`config.mk`:
```
export PLATFORM = sky130hd
export DESIGN_NAME = rd_return_sched
export DESIGN_NICKNAME = d
export VERILOG_FILES = /design/src/rtl/rd_return_pkg.sv /design/src/rtl/rd_tid_fifo.sv /design/src/rtl/rd_return_sched.sv
export SDC_FILE = /design/constraint.sdc
export NUM_CORES = 1
export LEC_CHECK = 0
export CAP_MARGIN = 10
export CORE_ASPECT_RATIO = 0.7
export CORE_UTILIZATION = 55
export CTS_BUF_LIST = sky130_fd_sc_hd__clkbuf_8 sky130_fd_sc_hd__clkbuf_16
export DETAILED_ROUTE_END_ITERATION = 10
export GPL_ROUTABILITY_DRIVEN = 0
export HOLD_SLACK_MARGIN = 0.05
export PLACE_DENSITY = 0.79
export SYNTH_ARGS = -nofsm -noshare
export SYNTH_HDL_FRONTEND = slang
export SYNTH_SLANG_ARGS = --single-unit
```
`constraint.sdc`:
```
create_clock -name clk -period 3.6 [get_ports clk]
set_input_delay 1.08 -clock clk [delete_from_list [all_inputs] [get_ports clk]]
set_output_delay 1.08 -clock clk [all_outputs]
set_load 0.01 [all_outputs]
```
`src/rtl/rd_return_pkg.sv`:
```
// ---------------------------------------------------------------------------
// rd_return_pkg
//   Shared types and default constants for the read-return sequencer
//   (rd_return_sched) and its outstanding-read queue (rd_tid_fifo).
//
//   Contents:
//     rd_state_e  - sequencer states
//     rd_entry_t  - queue entry {tid, raw} at the default TID width
//     *_DEF       - default parameter values
//     idx_width() - width of an index over n items, never less than 1
// ---------------------------------------------------------------------------
package rd_return_pkg;

  localparam int unsigned RD_TID_SIZE_DEF       = 2;
  localparam int unsigned RD_QDEPTH_DEF         = 4;
  localparam int unsigned RD_BURST_BEATS_DEF    = 4;
  localparam int unsigned RD_TIMEOUT_CYCLES_DEF = 64;

  typedef enum logic [2:0] {
    IDLE      = 3'd0,
    RAW_XFER  = 3'd1,
    DRAM_WAIT = 3'd2,
    DRAM_XFER = 3'd3,
    TID_POP   = 3'd4
  } rd_state_e;

  typedef struct packed {
    logic [RD_TID_SIZE_DEF-1:0] tid;
    logic                       raw;
  } rd_entry_t;

  // Index width for n items; a single item still gets a 1-bit index.
  function automatic int unsigned idx_width(input int unsigned n);
    return (n > 1) ? $clog2(n) : 1;
  endfunction

endpackage

```
`src/rtl/rd_tid_fifo.sv`:
```
// ---------------------------------------------------------------------------
// rd_tid_fifo
//   Synchronous FIFO holding outstanding read entries in issue order.
//   Push and pop in the same cycle are both honoured. A push into a full
//   FIFO or a pop from an empty FIFO is ignored. The head entry is read
//   combinationally from the storage array so the sequencer can look at it
//   in the same cycle it is first valid.
//
//   Parameters:
//     DEPTH   - number of entries
//     entry_t - entry type (defaults to rd_entry_t)
//
//   Ports:
//     clk          in   clock, rising edge
//     rst          in   asynchronous active-high reset (empties the FIFO)
//     push_i       in   write push_data_i at the tail
//     push_data_i  in   entry to write
//     pop_i        in   discard the head entry
//     head_o       out  current head entry (valid when !empty_o)
//     full_o       out  no free entries
//     empty_o      out  no entries held
// ---------------------------------------------------------------------------
module rd_tid_fifo
  import rd_return_pkg::*;
#(
  parameter int unsigned DEPTH   = RD_QDEPTH_DEF,
  parameter type         entry_t = rd_entry_t
) (
  input  logic   clk,
  input  logic   rst,
  input  logic   push_i,
  input  entry_t push_data_i,
  input  logic   pop_i,
  output entry_t head_o,
  output logic   full_o,
  output logic   empty_o
);

  localparam int unsigned AW = idx_width(DEPTH);
  localparam int unsigned CW = $clog2(DEPTH + 1);

  localparam logic [AW-1:0] PTR_LAST  = AW'(DEPTH - 1);
  localparam logic [CW-1:0] CNT_FULL  = CW'(DEPTH);

  entry_t        mem_q [DEPTH];
  logic [AW-1:0] wr_ptr_q, wr_ptr_d;
  logic [AW-1:0] rd_ptr_q, rd_ptr_d;
  logic [CW-1:0] count_q,  count_d;
  logic          do_push;
  logic          do_pop;

  assign full_o  = (count_q == CNT_FULL);
  assign empty_o = (count_q == '0);
  assign head_o  = mem_q[rd_ptr_q];

  assign do_push = push_i && !full_o;
  assign do_pop  = pop_i && !empty_o;

  // Explicit wrap keeps the pointers in range for any DEPTH.
  always_comb begin
    wr_ptr_d = wr_ptr_q;
    rd_ptr_d = rd_ptr_q;
    count_d  = count_q;
    if (do_push) begin
      wr_ptr_d = (wr_ptr_q == PTR_LAST) ? '0 : wr_ptr_q + AW'(1);
    end
    if (do_pop) begin
      rd_ptr_d = (rd_ptr_q == PTR_LAST) ? '0 : rd_ptr_q + AW'(1);
    end
    case ({do_push, do_pop})
      2'b10:   count_d = count_q + CW'(1);
      2'b01:   count_d = count_q - CW'(1);
      default: count_d = count_q;
    endcase
  end

  // Storage needs no reset: an entry is only read after it has been written.
  always_ff @(posedge clk) begin
    if (do_push) begin
      mem_q[wr_ptr_q] <= push_data_i;
    end
  end

  always_ff @(posedge clk or posedge rst) begin
    if (rst) begin
      wr_ptr_q <= '0;
      rd_ptr_q <= '0;
      count_q  <= '0;
    end else begin
      wr_ptr_q <= wr_ptr_d;
      rd_ptr_q <= rd_ptr_d;
      count_q  <= count_d;
    end
  end

endmodule

```
`src/rtl/rd_return_sched.sv`:
```
// ---------------------------------------------------------------------------
// rd_return_sched
//   Read-return sequencer for the DDR controller data buffer. Keeps an
//   in-order queue of outstanding reads ({tid, raw}) and, for the head entry,
//   either gates DRAM beat pairs into the buffer (strobe) or pulls forwarded
//   beat pairs from the write buffer (fwd_req / raw_strobe), then retires the
//   TID with a one-cycle tid_strobe / tid_pop. Owns the DRAM/forward data mux
//   select.
//
//   Optional build macro: RD_RETURN_TIMEOUT_EN
//     Adds a DRAM_WAIT watchdog: after TIMEOUT_CYCLES cycles without
//     dram_valid the head is dropped (no tid_strobe) and err_timeout pulses.
//     Without the macro DRAM_WAIT waits indefinitely and err_timeout is 0.
//
//   Ports:
//     clk          in   clock, rising edge
//     rst          in   asynchronous active-high reset
//     cmd_valid    in   read issued to DRAM or RAW hit
//     cmd_ready    out  queue not full (combinational)
//     cmd_tid      in   TID of the read
//     cmd_raw      in   1 = data comes from the write-buffer forward path
//     dram_valid   in   DRAM beat pair present this cycle
//     fwd_req      out  request a forwarded beat pair
//     fwd_idx      out  index of the requested beat pair
//     mux_sel      out  0 = DRAM data, 1 = forward data
//     strobe       out  data_buffer strobe (dram_valid gated, combinational)
//     raw_strobe   out  data_buffer raw_strobe
//     tid_strobe   out  data_buffer tid_strobe
//     tid_pop      out  data_buffer tid_pop
//     busy         out  sequencer active or queue non-empty
//     err_unexp    out  pulse, the cycle after an unexpected/missing DRAM beat
//     err_timeout  out  pulse, the cycle after a watchdog expiry
// ---------------------------------------------------------------------------
module rd_return_sched
  import rd_return_pkg::*;
#(
  parameter int unsigned TID_SIZE       = RD_TID_SIZE_DEF,
  parameter int unsigned QDEPTH         = RD_QDEPTH_DEF,
  parameter int unsigned BURST_BEATS    = RD_BURST_BEATS_DEF,
  parameter int unsigned TIMEOUT_CYCLES = RD_TIMEOUT_CYCLES_DEF
) (
  input  logic                                  clk,
  input  logic                                  rst,
  input  logic                                  cmd_valid,
  output logic                                  cmd_ready,
  input  logic [TID_SIZE-1:0]                   cmd_tid,
  input  logic                                  cmd_raw,
  input  logic                                  dram_valid,
  output logic                                  fwd_req,
  output logic [idx_width(BURST_BEATS/2)-1:0]   fwd_idx,
  output logic                                  mux_sel,
  output logic                                  strobe,
  output logic                                  raw_strobe,
  output logic                                  tid_strobe,
  output logic [TID_SIZE-1:0]                   tid_pop,
  output logic                                  busy,
  output logic                                  err_unexp,
  output logic                                  err_timeout
);

  // DDR delivers two 64-bit beats per clock.
  localparam int unsigned BURST_CYCLES = BURST_BEATS / 2;
  localparam int unsigned IDX_W        = idx_width(BURST_CYCLES);
  localparam int unsigned CNT_W        = $clog2(BURST_CYCLES + 1);

  localparam logic [CNT_W-1:0] CNT_LAST = CNT_W'(BURST_CYCLES - 1);
  localparam logic [CNT_W-1:0] CNT_FULL = CNT_W'(BURST_CYCLES);

  // Queue entry sized to this instance's TID width.
  typedef struct packed {
    logic [TID_SIZE-1:0] tid;
    logic                raw;
  } entry_t;

  // ------------------------------------------------------------------
  // Outstanding-read queue
  // ------------------------------------------------------------------
  entry_t push_entry;
  entry_t head;
  logic   q_full;
  logic   q_empty;
  logic   q_pop;

  assign push_entry = '{tid: cmd_tid, raw: cmd_raw};
  assign cmd_ready  = !q_full;

  rd_tid_fifo #(
    .DEPTH   (QDEPTH),
    .entry_t (entry_t)
  ) u_tid_fifo (
    .clk         (clk),
    .rst         (rst),
    .push_i      (cmd_valid),
    .push_data_i (push_entry),
    .pop_i       (q_pop),
    .head_o      (head),
    .full_o      (q_full),
    .empty_o     (q_empty)
  );

  // ------------------------------------------------------------------
  // Sequencer state
  // ------------------------------------------------------------------
  rd_state_e          state_q, state_d;
  logic [CNT_W-1:0]   cnt_q,   cnt_d;
  logic [CNT_W-1:0]   cnt_inc;
  logic               err_unexp_d;
  logic               tmo_fire;

  logic               mux_sel_q;
  logic               fwd_req_q;
  logic               raw_strobe_q;
  logic [IDX_W-1:0]   fwd_idx_q;
  logic               tid_strobe_q;
  logic [TID_SIZE-1:0] tid_pop_q;
  logic               err_unexp_q;

  assign cnt_inc = cnt_q + CNT_W'(1);

  // Beats are only accepted while the head is a DRAM read that has been
  // picked up; everywhere else dram_valid is dropped.
  assign strobe = dram_valid &&
                  ((state_q == DRAM_WAIT) || (state_q == DRAM_XFER));

  // The queue retires its head in TID_POP, or silently on a watchdog expiry.
  assign q_pop = (state_q == TID_POP) || tmo_fire;

  always_comb begin
    state_d     = state_q;
    cnt_d       = cnt_q;
    err_unexp_d = 1'b0;
    case (state_q)
      IDLE: begin
        cnt_d = '0;
        if (!q_empty) begin
          state_d = head.raw ? RAW_XFER : DRAM_WAIT;
        end else if (dram_valid) begin
          err_unexp_d = 1'b1;
        end
      end
      RAW_XFER: begin
        // DRAM has nothing outstanding for a forwarded read.
        err_unexp_d = dram_valid;
        if (cnt_q == CNT_LAST) begin
          state_d = TID_POP;
          cnt_d   = '0;
        end else begin
          cnt_d = cnt_inc;
        end
      end
      DRAM_WAIT: begin
        if (dram_valid) begin
          cnt_d   = CNT_W'(1);
          state_d = (BURST_CYCLES == 1) ? TID_POP : DRAM_XFER;
        end else if (tmo_fire) begin
          state_d = IDLE;
        end
      end
      DRAM_XFER: begin
        if (dram_valid) begin
          if (cnt_inc == CNT_FULL) begin
            state_d = TID_POP;
            cnt_d   = '0;
          end else begin
            cnt_d = cnt_inc;
          end
        end else begin
          // Beats of a burst must be back to back; a hole is flagged and
          // the burst keeps waiting for its remaining beats.
          err_unexp_d = 1'b1;
        end
      end
      TID_POP: begin
        err_unexp_d = dram_valid;
        state_d     = IDLE;
      end
      default: begin
        state_d = IDLE;
        cnt_d   = '0;
      end
    endcase
  end

  // State plus registered outputs decoded from the next state, so every
  // output below is a flop with no path from the inputs.
  always_ff @(posedge clk or posedge rst) begin
    if (rst) begin
      state_q      <= IDLE;
      cnt_q        <= '0;
      mux_sel_q    <= 1'b0;
      fwd_req_q    <= 1'b0;
      raw_strobe_q <= 1'b0;
      fwd_idx_q    <= '0;
      tid_strobe_q <= 1'b0;
      tid_pop_q    <= '0;
      err_unexp_q  <= 1'b0;
    end else begin
      state_q      <= state_d;
      cnt_q        <= cnt_d;
      mux_sel_q    <= (state_d == RAW_XFER);
      fwd_req_q    <= (state_d == RAW_XFER);
      raw_strobe_q <= (state_d == RAW_XFER);
      fwd_idx_q    <= (state_d == RAW_XFER) ? cnt_d[IDX_W-1:0] : '0;
      tid_strobe_q <= (state_d == TID_POP);
      // The head cannot change before TID_POP, so sampling it one cycle
      // early gives the TID being retired.
      tid_pop_q    <= (state_d == TID_POP) ? head.tid : '0;
      err_unexp_q  <= err_unexp_d;
    end
  end

  assign mux_sel    = mux_sel_q;
  assign fwd_req    = fwd_req_q;
  assign raw_strobe = raw_strobe_q;
  assign fwd_idx    = fwd_idx_q;
  assign tid_strobe = tid_strobe_q;
  assign tid_pop    = tid_pop_q;
  assign err_unexp  = err_unexp_q;
  assign busy       = (state_q != IDLE) || !q_empty;

  // ------------------------------------------------------------------
  // DRAM_WAIT watchdog
  // ------------------------------------------------------------------
`ifdef RD_RETURN_TIMEOUT_EN
  localparam int unsigned        TMO_W    = idx_width(TIMEOUT_CYCLES);
  localparam logic [TMO_W-1:0]   TMO_LAST = TMO_W'(TIMEOUT_CYCLES - 1);

  logic [TMO_W-1:0] tmo_q, tmo_d;
  logic             err_timeout_q;

  // Counts idle DRAM_WAIT cycles; anything else (a beat, or another state)
  // restarts it from zero.
  always_comb begin
    tmo_fire = (state_q == DRAM_WAIT) && !dram_valid && (tmo_q == TMO_LAST);
    tmo_d    = '0;
    if ((state_q == DRAM_WAIT) && !dram_valid && !tmo_fire) begin
      tmo_d = tmo_q + TMO_W'(1);
    end
  end

  always_ff @(posedge clk or posedge rst) begin
    if (rst) begin
      tmo_q         <= '0;
      err_timeout_q <= 1'b0;
    end else begin
      tmo_q         <= tmo_d;
      err_timeout_q <= tmo_fire;
    end
  end

  assign err_timeout = err_timeout_q;
`else
  logic unused_timeout_cfg;

  // Watchdog not built: the limit has no effect.
  assign unused_timeout_cfg = ^TIMEOUT_CYCLES;
  assign tmo_fire           = 1'b0;
  assign err_timeout        = 1'b0;
`endif

endmodule

```
## Yosys cells after proc, flatten, opt, wreduce, memory -nomap -nowiden

Memories as Yosys holds them, arrays and structs flattened.
Cells that the tools add are included.
W data, S select, Z words.

- Register bits after elaboration: 18
- Bits in writable memories: 12
- Output and inout port bits: 12
- Logic and storage cells: 69
- Memories kept: 1

Memories:

| name | depth | bits a word | read ports | clocked after Yosys merged registers in | wr ports | line | RTL |
|---|---|---|---|---|---|---|---|
| u_tid_fifo.mem_q | 4 | 3 | 1 | 0 | 1 | rd_tid_fifo.sv:45 | `entry_t mem_q [DEPTH];` |

- $add $sub $neg: 5
- Equal/unequal tests: 15
- Muxes and demuxes: 23
- Bitwise gates (word level): 1
- Reductions and logical operators: 13

Operator list:

| operator | count |
|---|---|
| $mux W2 | 8 |
| $mux W3 | 5 |
| $pmux W3 S4 | 1 |
| $eq A3 B3 Y1 const B | 3 |
| $eq A2 B2 Y1 const B | 4 |
| $pmux W2 S4 | 1 |
| $add A2 B1 Y2 const B | 3 |
| $eq A3 B1 Y1 const B | 2 |
| $eq A3 B2 Y1 const B | 2 |
| $logic_not A3 Y1 | 2 |
| $mux W1 | 6 |
| $pmux W3 S2 | 1 |
| $eq A2 B1 Y1 const B | 2 |
| $ne A2 B2 Y1 const B | 2 |
| $add A3 B1 Y3 const B | 1 |
| $logic_and A1 B1 Y1 | 3 |
| $pmux W1 S3 | 1 |
| $reduce_and A3 Y1 | 1 |
| $reduce_bool A3 Y1 | 1 |
| $sub A3 B1 Y3 const B | 1 |
| $logic_not A1 Y1 | 2 |
| $logic_or A1 B1 Y1 | 2 |
| $reduce_bool A2 Y1 | 1 |
| $reduce_or A2 Y1 | 1 |
| $not A1 Y1 | 1 |

## Depth between registers and ports, before layout

Gate-level depths: netlist of the first run.

- Word-level depth: 7
- Depth in mapped cells: 9

## By module

From an unflattened synthesis of the first run, not the netlist that was laid out.

- Cell total of the unflattened synthesis: 113
- Area, all modules: 1525.2 µm²

Modules (own cells, without submodules):

| module | instances | cells an instance | area an instance (µm²) |
|---|---|---|---|
| rd_tid_fifo | 1 | 56 | 918.4 |
| rd_return_sched | 1 | 57 | 606.8 |

## Worst setup path after synthesis of the first run

OpenSTA, ideal clock, no wires.

- Kind: input to output
- Start point: in dram_valid
- End point: out strobe
- Arrival: 1.449 ns
- Required time: 2.520 ns
- Setup slack: 1.071 ns
- Stages: 2
- Buffers on the path: 0
- Cells stage by stage: inv_1 -> nor3b_1

- Longest elaborated chain between the ends: 1

Ends and longest elaborated chain:

| element | line | RTL |
|---|---|---|
| from (decl) | rd_return_sched.sv:48 | `input logic dram_valid,` |
| $logic_and A1 B1 Y1 | rd_return_sched.sv:122 | `assign strobe = dram_valid &&` |
| to (decl) | rd_return_sched.sv:52 | `output logic strobe,` |

Every way passes these cells.

## Final worst setup path of the first run

Ends and elaborated chain as after synthesis.

==> results.ini, run 1 <==
[status]
status = finished, final reports clean

[timing]
finalHoldViolations = 0
rsz0062_at_grt = false
relSlewSlack_pct = 54.5
fin_crit_sh_pct = 95.4
fin_crit_ps = 3440
setup_violations = 0
fin_ws_ps = 164
fmax_ghz = 0.291
setup_tns_ps = 0
tightest_slew_ps = 682
slew_violations = 0
fin_skew_ps = 2.34

[clock_network]
clk_path_buf_depth = 2
numCtsBuffers = 5
cts.root.buffer_cell = clkbuf_8
holdBufCountCts = 0
cts.reportedPaths.clkPinSlew_ps = 60
postCtsSetupRepairBufs = 0
clock_sinks = 30
cts_tree = done
clock_latency_ps = 270
ctsResizeCount = 0
htreeDepth = 2

[setup_path]
worst_setup_path_end_kind = output port
crit_slowest_cell = clkdlybuf4s50_1
critPathRequiredTime_ps = 2520
crit_chain = clkdlybuf4s50_1 -> inv_1 -> nor3b_1 -> clkdlybuf4s50_1
slowest_delay_ps = 570
crit_type = in2out
critPathBufInv = 3
cp.arrival_ps = 2360
cpLargestDelayFamily = buffers and inverters
cp_max_fo = 2
startpoint_type = input port
path_common_cell = clkdlybuf4s50_1

[drt]
first_iter_violations = 35
vias_per_cell = 5.46
drcViolationCount = 0
drt_wl_total_um = 2360
drt-pass1-iter-count = 4
num_vias = 911
ant_nets = 0
avgRoutedWirePerCell_um = 14.1

[floorplanning]
fp-row-count = 15
die_height_um = 45
coreArea_um2 = 2480
initial_core_util_pct = 58.6
io_pins = 19
dieArea_um2 = 2850
die_width_um = 63.4

[logic_synthesis]
synth_cell_types = 38
synth_async_sr_flop_share_pct = 60.0
yosysMostFrequentCell = dfrtp_1
ys_seq_area_share_pct = 55.8
ys.flop_type = dfrtp_1
synth_edf_count = 12
syn_nets = 127
yosysWarnings = 0
syn_area_um2 = 1450
synthCells = 112
synth_common_cells = 18 x dfrtp_1, 12 x edfxtp_1, 10 x inv_1
ys_ff_latch = 30
yosys.area.top_type_share_pct = 31.0
yosys-top-cells-area = dfrtp_1 31%, edfxtp_1 25%, ha_1 6.0%
syn_avg_cell_area_um2 = 13.0
yosysTopAreaCell = dfrtp_1

[grt]
grt_pass1_vias = 815
antenna_found_initial = 0
grt_max_degree = 19
gr-usage-all-layers_pct = 19.8
grt-ovfl-total = 0
grt_pass1_wl_um = 3930

[place]
port_buffers = 17
dp_hpwl_um = 1790
post-place-ws_ps = 171
dpl_cell_area_um2 = 1630

[pwr]
comb_power_share_pct = 35.5
p_leak_uw = 0.000748
p_switching_uw = 455
p_per_area_nw_per_um2 = 782
swShare_pct = 33.8
irDropWorstVdd_mv = 0.383
power_frac_clock_pct = 19.6
p_int_uw = 890
power_frac_seq_pct = 44.9

[layout]
drive_gt1_share_pct = 10.5
areaGrowthSynthToFinish_pct = 18.4
post-route-util_pct = 69.4
design_area_um2 = 1720
antenna_cells = 0
fin_nets = 147

[flow_run]
maxCapViolations = 0

[worst_hold_path]
holdCritPathClass = reg2reg

## cells in the final DEF, fill, tap and decap left out, types with 4 or more instances in the layout
cell             netlist  layout
clkdlybuf4s50_1        0      17
ha_1                   7       7
mux2_2                 4       4
nor2_1                 4       4
nor3b_1                4       4
edfxtp_1              12      12
dfrtp_1               18      18
and3_1                 4       4
o21ai_0                4       4
inv_1                 10      11
clkbuf_8               1       6
## per-stage QoR
step	total power (µW)	hold slack (ps)	instances
after global routing	1440	520	167
after CTS	1360	509	167
final	1340	503	167
after detailed placement	1090	499	159
after global placement	1050	486	159
after floorplan	938	470	112
## sequential cells by signal, indices dropped and copies added, names as in the netlist
name and count:
u_tid_fifo.count_q 3, err_unexp 1, u_tid_fifo.wr_ptr_q 2, fwd_idx 1, raw_strobe 1, u_tid_fifo.rd_ptr_q 2
state_q 3, tid_strobe 1, tid_pop 2, u_tid_fifo.mem_q 12, cnt_q 2
## power groups by stage
stage	registers (µW)	logic, µW	clock network (µW)
floorplan	565	373	0
global placement	598	455	0
detailed placement	610	482	0
CTS	603	484	273
global route	624	535	285
finish	603	478	264
## layer usage
metal  part of all wire [%]  track usage [%]
met1                     43             24.3
met2                     51             32.3
met3                    5.4             7.58
met4                   0.98             8.18
met5                      0                0
## cell type report
| class | instances | area [µm²] |
|---|---|---|
| fill | 182 | 757 |
| multi-input combinational | 66 | 553 |
| sequential | 30 | 811 |
| clock inverter | 2 | 8.76 |
| timing repair buffer | 19 | 185 |
| tap | 34 | 42.5 |
| clock buffer | 6 | 82.6 |
| inverter | 10 | 37.5 |
## worst reg2reg max path, delay by kind of cell (launching register included)
kind                       cells  cell delay (ps)
DFF                            1              430
and+or+nand+nor                3              820
buffers and inverters          2              130
adders and majority gates      2              600
xor gates and xnor gates       2              310
## final timing paths
kind / startpoint / end / slack [ps] / depth (start not counted)
worst min register to register: u_tid_fifo.count_q[2]$_DFFE_PP0P_ / u_tid_fifo.count_q[2]$_DFFE_PP0P_ / 500 / 1
worst max-delay path: dram_valid / strobe / 160 / 4
worst max register to register: u_tid_fifo.count_q[0]$_DFFE_PP0P_ / u_tid_fifo.count_q[2]$_DFFE_PP0P_ / 1240 / 9
min in group asynchronous: rst / cnt_q[0]$_DFF_PP0_ / 1210 / 2
worst min-delay path: u_tid_fifo.count_q[2]$_DFFE_PP0P_ / u_tid_fifo.count_q[2]$_DFFE_PP0P_ / 500 / 1
max in group asynchronous: rst / tid_pop[0]$_DFF_PP0_ / 1960 / 2
## kinds of logic (layout without fill, tap and decap cells)
| group | count (synthesis) | count (layout) | synth area share [%] |
|---|---|---|---|
| and+or+nand+nor | 34 | 34 | 14.3 |
| buffers and inverters | 16 | 37 | 6.12 |
| adders and majority gates | 8 | 8 | 7.41 |
| muxes | 8 | 8 | 8.96 |
| other | 1 | 1 | 0.258 |
| xor gates and xnor gates | 4 | 4 | 2.41 |
| DFF | 30 | 30 | 55.8 |
| AOI/OAI and AO/OA | 11 | 11 | 4.74 |
Note: power is estimated with default switching activity, not from simulation.
==> inputs of run 2 (changes only) <==
--- a/config.mk
+++ b/config.mk
@@ -12,7 +12,8 @@
 export DETAILED_ROUTE_END_ITERATION = 10
 export GPL_ROUTABILITY_DRIVEN = 0
 export HOLD_SLACK_MARGIN = 0.05
-export PLACE_DENSITY = 0.79
+export PLACE_DENSITY = 0.78
 export SYNTH_ARGS = -nofsm -noshare
 export SYNTH_HDL_FRONTEND = slang
+export SYNTH_HIERARCHICAL = 1
 export SYNTH_SLANG_ARGS = --single-unit
==> results.ini, run 2 <==
[grt]
grt_pass1_wl_um = 3880  ; was 3930 µm
grt_max_degree = 12  ; was 19
grt_pass1_vias = 843  ; was 815
gr-usage-all-layers_pct = 18.7  ; was 19.8%
antenna_found_initial = 0  ; unchanged
grt-ovfl-total = 0  ; unchanged

[drt]
vias_per_cell = 5.25  ; was 5.46
avgRoutedWirePerCell_um = 14.1  ; about the same
first_iter_violations = 53  ; was 35
drt_wl_total_um = 2350  ; was 2360 µm
num_vias = 876  ; was 911
drcViolationCount = 0  ; unchanged
drt-pass1-iter-count = 4  ; unchanged
ant_nets = 0  ; unchanged

[clock_network]
cts.root.buffer_cell = clkbuf_8  ; unchanged
numCtsBuffers = 5  ; unchanged
clock_sinks = 30  ; unchanged
cts_tree = done  ; unchanged
ctsResizeCount = 0  ; unchanged
clk_path_buf_depth = 2  ; unchanged
htreeDepth = 2  ; unchanged
cts.reportedPaths.clkPinSlew_ps = 60  ; about the same
holdBufCountCts = 0  ; unchanged
clock_latency_ps = 270  ; about the same
postCtsSetupRepairBufs = 0  ; unchanged

[layout]
largest_reg_flops = 12  ; unchanged
top_register = u_tid_fifo/mem_q  ; was u_tid_fifo.mem_q
multi_input_area_um2 = 598  ; was 553 µm²
register_area_um2 = 811  ; unchanged
layout_commonest_cell = dfrtp_1  ; unchanged
fin_nets = 147  ; unchanged
layout_common_cells = 18 x dfrtp_1, 17 x clkdlybuf4s50_1, 16 x inv_1  ; was 18 x dfrtp_1, 17 x clkdlybuf4s50_1, 12 x edfxtp_1
fillers = 189  ; was 182
top_regs = u_tid_fifo/mem_q (12), state_q (3), u_tid_fifo/count_q (3)  ; was u_tid_fifo.mem_q (12), state_q (3), u_tid_fifo.count_q (3)
drive_gt1_share_pct = 20.3  ; was 10.5%
fin_cells = 167  ; unchanged
areaGrowthSynthToFinish_pct = 15.8  ; was 18.4%
antenna_cells = 0  ; unchanged

[floorplanning]
fp-row-count = 15  ; unchanged
initial_core_util_pct = 59.8  ; was 58.6%
die_height_um = 46.1  ; was 45 µm
io_pins = 19  ; unchanged
coreArea_um2 = 2550  ; was 2480 µm²
dieArea_um2 = 2990  ; was 2850 µm²
die_width_um = 64.9  ; was 63.4 µm

[setup_path]
worst_setup_path_end_kind = output port  ; unchanged
crit_chain = clkdlybuf4s50_1 -> inv_1 -> nor3b_1 -> clkdlybuf4s50_1  ; unchanged
critPathRequiredTime_ps = 2520  ; about the same
startpoint_type = input port  ; unchanged
cp-startpoint = dram_valid  ; unchanged
reg2reg_from = state_q[2]$_DFF_PP0_  ; was u_tid_fifo.count_q[0]$_DFFE_PP0P_
crit_slowest_cell = clkdlybuf4s50_1  ; unchanged
path_common_cell = clkdlybuf4s50_1  ; unchanged
slowest_delay_ps = 570  ; about the same
crit_type = in2out  ; unchanged
cp_max_fo = 3  ; was 2
cp.arrival_ps = 2380  ; was 2360 ps

[worst_hold_path]
holdCritPathClass = reg2reg  ; unchanged
hp-start = cnt_q[1]$_DFFE_PP0P_  ; was u_tid_fifo.count_q[2]$_DFFE_PP0P_

[timing]
relSlewSlack_pct = 56.2  ; was 54.5%
setup_tns_ps = 0  ; unchanged
fin_crit_sh_pct = 96.2  ; was 95.4%
finalHoldViolations = 0  ; unchanged
setup_violations = 0  ; unchanged
rsz0062_at_grt = false  ; unchanged
tightest_slew_ps = 656  ; was 682 ps
fin_crit_ps = 3460  ; was 3440 ps
fmax_ghz = 0.289  ; was 0.291 GHz
slew_violations = 0  ; unchanged
fin_skew_ps = 4.12  ; was 2.34 ps

[place]
port_buffers = 17  ; unchanged
dp_hpwl_um = 1870  ; was 1790 µm
placed_cells = 159  ; unchanged

[logic_synthesis]
synth_async_sr_flop_share_pct = 60.0  ; unchanged
synth_common_cells = 18 x dfrtp_1, 13 x inv_1, 12 x edfxtp_1  ; was 18 x dfrtp_1, 12 x edfxtp_1, 10 x inv_1
synth_cell_types = 40  ; was 38
synthCells = 113  ; was 112
syn_avg_cell_area_um2 = 13.5  ; was 13.0 µm²
ys_ff_latch = 30  ; unchanged
ys.flop_type = dfrtp_1  ; unchanged
yosysTopAreaCell = dfrtp_1  ; unchanged
yosys.area.top_type_share_pct = 29.5  ; was 31.0%
ys_seq_area_share_pct = 53.2  ; was 55.8%
yosysWarnings = 6  ; was 0
yosysMostFrequentCell = dfrtp_1  ; unchanged
yosys-top-cells-area = dfrtp_1 30%, edfxtp_1 24%, ha_1 5.7%  ; was dfrtp_1 31%, edfxtp_1 25%, ha_1 6.0%
syn_area_um2 = 1530  ; was 1450 µm²
syn_nets = 128  ; was 127
synth_edf_count = 12  ; unchanged

[pwr]
irDropWorstVdd_mv = 0.457  ; was 0.383 mV
p_leak_uw = 0.000780  ; was 0.000748 µW
p_per_area_nw_per_um2 = 787  ; was 782 nW/µm²

[flow_run]
maxCapViolations = 0  ; unchanged

[status]
status = finished, final reports clean  ; unchanged

==> run 2: power breakdown <==
group / internal (µW) / switching [µW] / total, µW
clock network: 128 / 104 / 232
logic: 308 / 243 / 551
registers: 472 / 135 / 607
total: 909 / 481 / 1390
==> run 2: per-layer routing <==
| metal | global-route usage, % | part of all wire [%] | vias up |
|---|---|---|---|
| met5 | 0 | 0 | - |
| met4 | 8.00 | 0.68 | 0 |
| met3 | 5.94 | 4.3 | 4 |
| met2 | 30.4 | 47 | 27 |
| met1 | 23.5 | 48 | 427 |
| li1 | - | - | 418 |
==> run 2: area by class of cell <==
class	count	share of cell area [%]
Clock inverter	3	0.637
Sequential cell	30	45.9
Timing Repair Buffer	18	10.1
Tap cell	34	2.41
Multi-Input combinational cell	63	33.9
Inverter	14	3.26
Clock buffer	5	3.90
==> run 2: worst paths after layout <==
path / endpoint / slack (ps) / depth (start not counted)
min in group asynchronous: u_tid_fifo/rd_ptr_q[0]$_DFFE_PP0P_ / 1070 / 2
hold reg to reg: cnt_q[1]$_DFFE_PP0P_ / 520 / 1
max in group asynchronous: tid_pop[1]$_DFF_PP0_ / 2190 / 2
hold / removal: cnt_q[1]$_DFFE_PP0P_ / 520 / 1
setup / recovery: strobe / 140 / 4
setup reg to reg: u_tid_fifo/count_q[2]$_DFFE_PP0P_ / 1120 / 9
==> run 2: through the flow <==
step / utilization [%] / setup slack (ps) / hold slack (ps) / total power (µW) / area [µm²]
detailed placement: 66.1 / 130 / 512 / 1170 / 1690
CTS: 69.2 / 131 / 520 / 1400 / 1770
floorplan: - / 1070 / 483 / 1030 / 1530
finish: 69.2 / 138 / 523 / 1390 / 1770
global route: 69.2 / 47.1 / 541 / 1490 / 1770
global placement: 66.1 / 163 / 504 / 1130 / 1690
==> run 2: cell families after synthesis <==
| kind of cell | after synthesis | share of synthesized area, % |
|---|---|---|
| flops | 30 | 53.2 |
| compound gates | 9 | 4.84 |
| simple gates | 33 | 16.0 |
| fa+ha+maj | 8 | 7.05 |
| xor+xnor | 4 | 2.30 |
| other cells | 1 | 0.246 |
| mux | 8 | 8.78 |
| buf+inv | 20 | 7.63 |
==> run 2: critical path, delay by kind of cell <==
family	cells	cell delay, ps
simple gates	1	190
buf+inv	3	1120
